===== src/rtl/fixed_point_pkg.sv =====
// Shared constants, fixed-point type and FSM state encoding for the Q5.10 divider.
package fixed_point_pkg;
  localparam int WIDTH = 16;
  localparam int FRAC  = 10;

  typedef logic signed [WIDTH-1:0] fxp_t;

  localparam fxp_t FXP_MAX = 16'sh7FFF;
  localparam fxp_t FXP_MIN = 16'sh8000;

  typedef enum logic [1:0] {
    IDLE,
    SETUP,
    ITER,
    DONE
  } div_state_t;
endpackage


===== src/rtl/restoring_div_core.sv =====
// Unsigned radix-2 restoring divider core: one quotient bit per clock, MSB first.
module restoring_div_core #(
  parameter int DEN_W = 17,
  parameter int ITERS = 16
) (
  input  logic             clk,
  input  logic             rst_n,
  input  logic             load,
  input  logic [DEN_W-1:0] rem_init,
  input  logic [ITERS-1:0] bits_in,
  input  logic [DEN_W-1:0] den,
  output logic             busy,
  output logic             last,
  output logic [ITERS-1:0] quo
);
  import fixed_point_pkg::*;

  localparam int CW = $clog2(ITERS + 1);

  logic [DEN_W-1:0] rem_q, rem_d;
  logic [DEN_W-1:0] den_q, den_d;
  logic [ITERS-1:0] bits_q, bits_d;
  logic [ITERS-1:0] quo_q, quo_d;
  logic [CW-1:0]    cnt_q, cnt_d;
  logic             busy_q, busy_d;
  logic [DEN_W:0]   trial;

  always_comb begin
    rem_d  = rem_q;
    den_d  = den_q;
    bits_d = bits_q;
    quo_d  = quo_q;
    cnt_d  = cnt_q;
    busy_d = busy_q;
    trial  = {rem_q, bits_q[ITERS-1]};
    if (load) begin
      rem_d  = rem_init;
      den_d  = den;
      bits_d = bits_in;
      quo_d  = '0;
      cnt_d  = CW'(ITERS);
      busy_d = 1'b1;
    end else if (busy_q) begin
      // Remainder stays below den, so the restored trial always fits DEN_W bits.
      if (trial >= {1'b0, den_q}) begin
        rem_d = DEN_W'(trial - {1'b0, den_q});
        quo_d = {quo_q[ITERS-2:0], 1'b1};
      end else begin
        rem_d = trial[DEN_W-1:0];
        quo_d = {quo_q[ITERS-2:0], 1'b0};
      end
      bits_d = bits_q << 1;
      cnt_d  = cnt_q - CW'(1);
      if (cnt_q == CW'(1)) busy_d = 1'b0;
    end
  end

  always_ff @(posedge clk or negedge rst_n) begin
    if (!rst_n) begin
      rem_q  <= '0;
      den_q  <= '0;
      bits_q <= '0;
      quo_q  <= '0;
      cnt_q  <= '0;
      busy_q <= 1'b0;
    end else begin
      rem_q  <= rem_d;
      den_q  <= den_d;
      bits_q <= bits_d;
      quo_q  <= quo_d;
      cnt_q  <= cnt_d;
      busy_q <= busy_d;
    end
  end

  assign busy = busy_q;
  assign last = busy_q && (cnt_q == CW'(1));
  assign quo  = quo_q;
endmodule


===== src/rtl/fixed_point_divider.sv =====
// Signed Q5.10 sequential divider: sign/saturation/handshake wrapper around restoring_div_core.
// Optional macro DIV_ROUND_NEAREST_EN: extra guard iteration, round half away from zero.
module fixed_point_divider #(
  parameter int WIDTH = fixed_point_pkg::WIDTH,
  parameter int FRAC  = fixed_point_pkg::FRAC
) (
  input  logic             clk,
  input  logic             rst_n,
  input  logic [WIDTH-1:0] A,
  input  logic [WIDTH-1:0] B,
  input  logic             start,
  output logic [WIDTH-1:0] result,
  output logic             overflow_flag,
  output logic             finish
);
  import fixed_point_pkg::*;

  localparam int NW = WIDTH + FRAC + 1;
  localparam int DW = WIDTH + 1;
`ifdef DIV_ROUND_NEAREST_EN
  localparam int QW = WIDTH + 1;
`else
  localparam int QW = WIDTH;
`endif
  localparam logic [DW-1:0] POS_LIM = DW'((1 << (WIDTH - 1)) - 1);
  localparam logic [DW-1:0] NEG_LIM = DW'(1 << (WIDTH - 1));

  function automatic logic [WIDTH-1:0] sat_value(input logic neg);
    return neg ? {1'b1, {(WIDTH-1){1'b0}}} : {1'b0, {(WIDTH-1){1'b1}}};
  endfunction

  function automatic logic [DW-1:0] round_mag(input logic [QW-1:0] q);
`ifdef DIV_ROUND_NEAREST_EN
    return DW'(q[QW-1:1]) + DW'(q[0]);
`else
    return DW'(q);
`endif
  endfunction

  function automatic logic mag_overflow(input logic neg, input logic [DW-1:0] m);
    return neg ? (m > NEG_LIM) : (m > POS_LIM);
  endfunction

  function automatic logic signed [WIDTH-1:0] apply_sign(input logic neg,
                                                         input logic [WIDTH-1:0] m);
    logic signed [WIDTH-1:0] s;
    s = $signed(m);
    return neg ? -s : s;
  endfunction

  div_state_t       state_q, state_d;
  logic [WIDTH-1:0] a_q, a_d, b_q, b_d;
  logic [WIDTH-1:0] result_q, result_d;
  logic             sign_q, sign_d;
  logic             pend_q, pend_d;
  logic             ovf_q, ovf_d;
  logic             finish_q, finish_d;
  logic             core_load, core_busy, core_last;
  logic [QW-1:0]    core_quo, core_bits;
  logic [DW-1:0]    a_ext, b_ext, mag_a, mag_b, q_mag;
  logic [NW-1:0]    num;
  logic [FRAC:0]    num_hi;

  // Magnitudes carry one extra bit so the most negative operand is exact.
  assign a_ext  = {a_q[WIDTH-1], a_q};
  assign b_ext  = {b_q[WIDTH-1], b_q};
  assign mag_a  = a_ext[WIDTH] ? -a_ext : a_ext;
  assign mag_b  = b_ext[WIDTH] ? -b_ext : b_ext;
  assign num    = {mag_a, {FRAC{1'b0}}};
  assign num_hi = num[NW-1:WIDTH];
`ifdef DIV_ROUND_NEAREST_EN
  assign core_bits = {num[WIDTH-1:0], 1'b0};
`else
  assign core_bits = num[WIDTH-1:0];
`endif
  assign q_mag = round_mag(core_quo);

  restoring_div_core #(
    .DEN_W(DW),
    .ITERS(QW)
  ) u_core (
    .clk     (clk),
    .rst_n   (rst_n),
    .load    (core_load),
    .rem_init(DW'(num_hi)),
    .bits_in (core_bits),
    .den     (mag_b),
    .busy    (core_busy),
    .last    (core_last),
    .quo     (core_quo)
  );

  always_comb begin
    state_d   = state_q;
    a_d       = a_q;
    b_d       = b_q;
    sign_d    = sign_q;
    pend_d    = pend_q;
    result_d  = result_q;
    ovf_d     = ovf_q;
    finish_d  = finish_q;
    core_load = 1'b0;
    case (state_q)
      IDLE: begin
        if (start) begin
          a_d      = A;
          b_d      = B;
          finish_d = 1'b0;
          ovf_d    = 1'b0;
          state_d  = SETUP;
        end
      end
      SETUP: begin
        sign_d = a_q[WIDTH-1] ^ b_q[WIDTH-1];
        // Upper numerator bits >= divisor means the quotient needs more than WIDTH bits.
        if ((b_q == '0) || (DW'(num_hi) >= mag_b)) begin
          pend_d  = 1'b1;
          state_d = DONE;
        end else begin
          pend_d    = 1'b0;
          core_load = 1'b1;
          state_d   = ITER;
        end
      end
      ITER: begin
        if (core_last) state_d = DONE;
      end
      DONE: begin
        finish_d = 1'b1;
        state_d  = IDLE;
        if (pend_q || mag_overflow(sign_q, q_mag)) begin
          ovf_d    = 1'b1;
          result_d = sat_value(sign_q);
        end else begin
          ovf_d    = 1'b0;
          result_d = apply_sign(sign_q, q_mag[WIDTH-1:0]);
        end
      end
      default: state_d = IDLE;
    endcase
  end

  always_ff @(posedge clk or negedge rst_n) begin
    if (!rst_n) begin
      state_q  <= IDLE;
      a_q      <= '0;
      b_q      <= '0;
      sign_q   <= 1'b0;
      pend_q   <= 1'b0;
      result_q <= '0;
      ovf_q    <= 1'b0;
      finish_q <= 1'b0;
    end else begin
      state_q  <= state_d;
      a_q      <= a_d;
      b_q      <= b_d;
      sign_q   <= sign_d;
      pend_q   <= pend_d;
      result_q <= result_d;
      ovf_q    <= ovf_d;
      finish_q <= finish_d;
    end
  end

  assign result        = result_q;
  assign overflow_flag = ovf_q;
  assign finish        = finish_q;

  logic unused_ok;
  assign unused_ok = core_busy;
endmodule


===== config.mk =====
export PLATFORM = sky130hd
export DESIGN_NAME = fixed_point_divider
export DESIGN_NICKNAME = d
export VERILOG_FILES = /design/src/rtl/fixed_point_pkg.sv /design/src/rtl/restoring_div_core.sv /design/src/rtl/fixed_point_divider.sv
export SDC_FILE = /design/constraint.sdc
export NUM_CORES = 1
export LEC_CHECK = 0
export ABC_CLOCK_PERIOD_IN_PS = 6700
export BUFFER_PORTS_ARGS = -buffer_cell sky130_fd_sc_hd__buf_2
export CORE_UTILIZATION = 29
export DETAILED_ROUTE_END_ITERATION = 10
export SYNTH_ARGS = -nofsm -noshare
export SYNTH_HDL_FRONTEND = slang
export SYNTH_HIERARCHICAL = 1
export SYNTH_SLANG_ARGS = --single-unit

===== constraint.sdc =====
create_clock -name clk -period 6.7 [get_ports clk]
set_input_delay 0 -clock clk [delete_from_list [all_inputs] [get_ports clk]]
set_output_delay 0 -clock clk [all_outputs]
set_load 0.02 [all_outputs]

==> out/results.ini <==
[status]
status=complete, no violations

[route]
via_per_inst=4.819
vias=6144
drt_iter0_drc=445
drcViolationCount=0
routedWlPerCell_um=13.50
drtAntennaViolNets=0
wirelength_um=17210
dr.pass1.iters=4

[clocking]
htree_levels=4
cts_setup_buffers=0
clock_latency_ns=0.42
cts_resized=0
tritoncts_num_sinks=126
root_buffer=clkbuf_16
cts_buffers=17
tritoncts=yes
cts.clk_slew.worst_paths_ns=0.06
clockBufferDepth=2

[global_route]
grt_pass1_wl_um=30320
grt_usage=0.1326
grt_max_degree=81
grt_overflow=0
antenna_found_initial=0
grt_pass1_vias=5994

[yosys]
synth_edf_count=0
yosysTopAreaCellShare=0.4051
ys_seq_area_frac=0.4051
ys.flop_type=dfrtp_1
synth_cells=840
syn_area_um2=7784
synth-async-reset-ratio=1.000
syn_area_per_cell_um2=9.266
synth_area_leaders=dfrtp_1 41%, ha_1 5.9%, mux2i_1 5.3%
yosysUniqueCellTypes=68
synth-seq-cells=126
yosys.area.top_type=dfrtp_1
yosysWarnings=6

[sta]
setup_viol_count_final=0
rsz0062_at_grt=false
worst_slew_pin_slew_ns=0.9852
hold_violations=0
finClkSkew_ns=0.01006
clock.fmax_mhz=205.6
slew_violations=0
period_minus_slack_ns=4.864
final.setup.tns_ns=0
slew_headroom=0.3432
period_share=0.7259

[die]
die_h_um=165.8
io_pins=53
coreArea_um2=26210
dieWidth_um=165.8
rows=59
start_util=0.2970
dieArea_um2=27500

[cells_and_area]
syn2layout_area_growth_pct=20.80
nNetsFinal=1000
antenna_cells=0
drive_gt1_frac=0.1532

[critical_path]
crit_buf_inv=1
required_ns=7.03
path_class=reg -> reg
critPathLaunchType=register
critPathArrivalTime_ns=5.19
cpLargestDelayFamily=compound AO/OA/AOI/OAI gates
r2r_slack_ns=1.84
crit_path_end_kind=register
cpMostUsedCell=o21ai_0
crit_slowest_cell=o211a_4
cp_slowest_stage_delay_ns=0.68
cp_max_fo=76
crit_chain=nor4_2 -> nand3_1 -> or4_1 -> o41ai_1 -> xnor2_1 -> ha_1 -> a2111oi_0 -> o21ai_0 -> o211ai_2 -> o211a_4 -> buf_4 -> nand2_1 -> o21ai_0 -> o31ai_1 -> a31oi_1

[placed_design]
port_buffers=52
gp_congestion=0.8141
place_hpwl_um=11950

[hold_path]
holdCritPathClass=in -> async

[run]
maxCapViolations=0

-- metrics by stage --
stage            util  setup slack (ns)  hold slack, ns  cell area (um2)  cells
4_1_cts        0.3588             1.787          0.1594             9403   1275
3_3_place_gp   0.3206             1.925         0.05528             8403   1209
5_1_grt        0.3588             1.197          0.1867             9403   1275
3_5_place_dp   0.3206             1.832         0.05819             8403   1209
6_report       0.3588             1.836          0.1429             9403   1275
2_1_floorplan       -             2.666         -0.2956             7851    858
-- layout by cell type (no fill, tap or decap), types with 31 or more instances in the layout --
cell           count
o21ai_0           74
nor2_1            74
dfrtp_1          125
nand2_1           76
ha_1              37
mux2_2            36
a21oi_1           31
inv_1             63
dlygate4sd3_1     34
buf_2             51
mux2i_1           41
-- Yosys cell counts (2+ instances only) --
cell type and n:
a41oi_1 2, or4_1 8, o31a_1 2, inv_1 63, dfrtp_1 126, o221ai_1 7
nand2b_1 10, and3_1 6, nor3b_1 12, nand2_1 76, o211ai_2 2, nand4_1 3
nand3b_1 2, a21boi_0 3, buf_1 6, mux2i_1 41, o31ai_1 14, o211ai_1 7
a221oi_1 2, o41ai_2 2, nand3_1 10, clkbuf_1 30, nor4_1 7, xnor2_1 30
o22ai_1 5, xor2_1 14, or2_2 4, mux2_2 36, o21ai_0 74, ha_1 37
a21o_1 9, nor3_1 11, a211oi_1 4, nor2_1 74, o41ai_1 3, or3_1 6
o21ai_1 2, buf_6 3, o21a_1 10, buf_2 3, nor2b_1 4, a21oi_1 31
a31oi_1 12, o21bai_1 3
-- kinds of logic (layout without fill, tap and decap cells) --
family          after synthesis  count (layout)  share of synthesized area
fa+ha+maj                    38              38                    0.06205
simple gates                239             239                     0.1461
mux                          77              77                     0.1048
other cells                   1              19                  0.0004818
buf+inv                     106             188                    0.05498
flops                       126             126                     0.4051
compound gates              209             209                     0.1770
xor+xnor                     44              44                    0.04951
-- flip-flops by register name (all words and copies together) (netlist names) --
name / count
u_core/rem_q: 17
u_core/quo: 16
u_core/bits_q: 16
state_q: 2
result: 16
overflow_flag: 1
u_core/busy: 1
u_core/den_q: 17
u_core/cnt_q: 5
finish: 1
pend_q: 1
sign_q: 1
b_q: 16
a_q: 16
-- area by class of cell --
type / count / area, um2
Multi-Input combinational cell: 626 / 4278
Clock inverter: 15 / 234.0
Sequential cell: 126 / 3154
Inverter: 63 / 236.5
Clock buffer: 17 / 425.4
Fill cell: 2617 / 16800
Timing Repair Buffer: 93 / 655.6
Tap cell: 335 / 419.2
-- layer usage --
metal,GRT usage,wire [um]
met1,0.1860,8734
met2,0.2054,7680
met3,0.02550,561
met4,0.04145,234
met5,0,0
-- what timing repair did --
action,4_1_cts,5_1_grt
endpoints found under the setup margin,0,0
endpoints found under the hold margin,80,0
hold buffers,34,0
-- final timing paths --
kind,from,end,depth (start not counted)
min in group clk,A[10],a_q[10],3
worst max-delay path,a_q[3],u_core/rem_q[8],15
max in group asynchronous,rst_n,u_core/busy,3
worst max register to register,a_q[3],u_core/rem_q[8],15
worst min register to register,result[5],result[5],1
worst min-delay path,rst_n,result[2],2
Power is left out: the tool's default activity adds up to more than one toggle a clock period on the data nets, which glitch-free logic cannot reach.
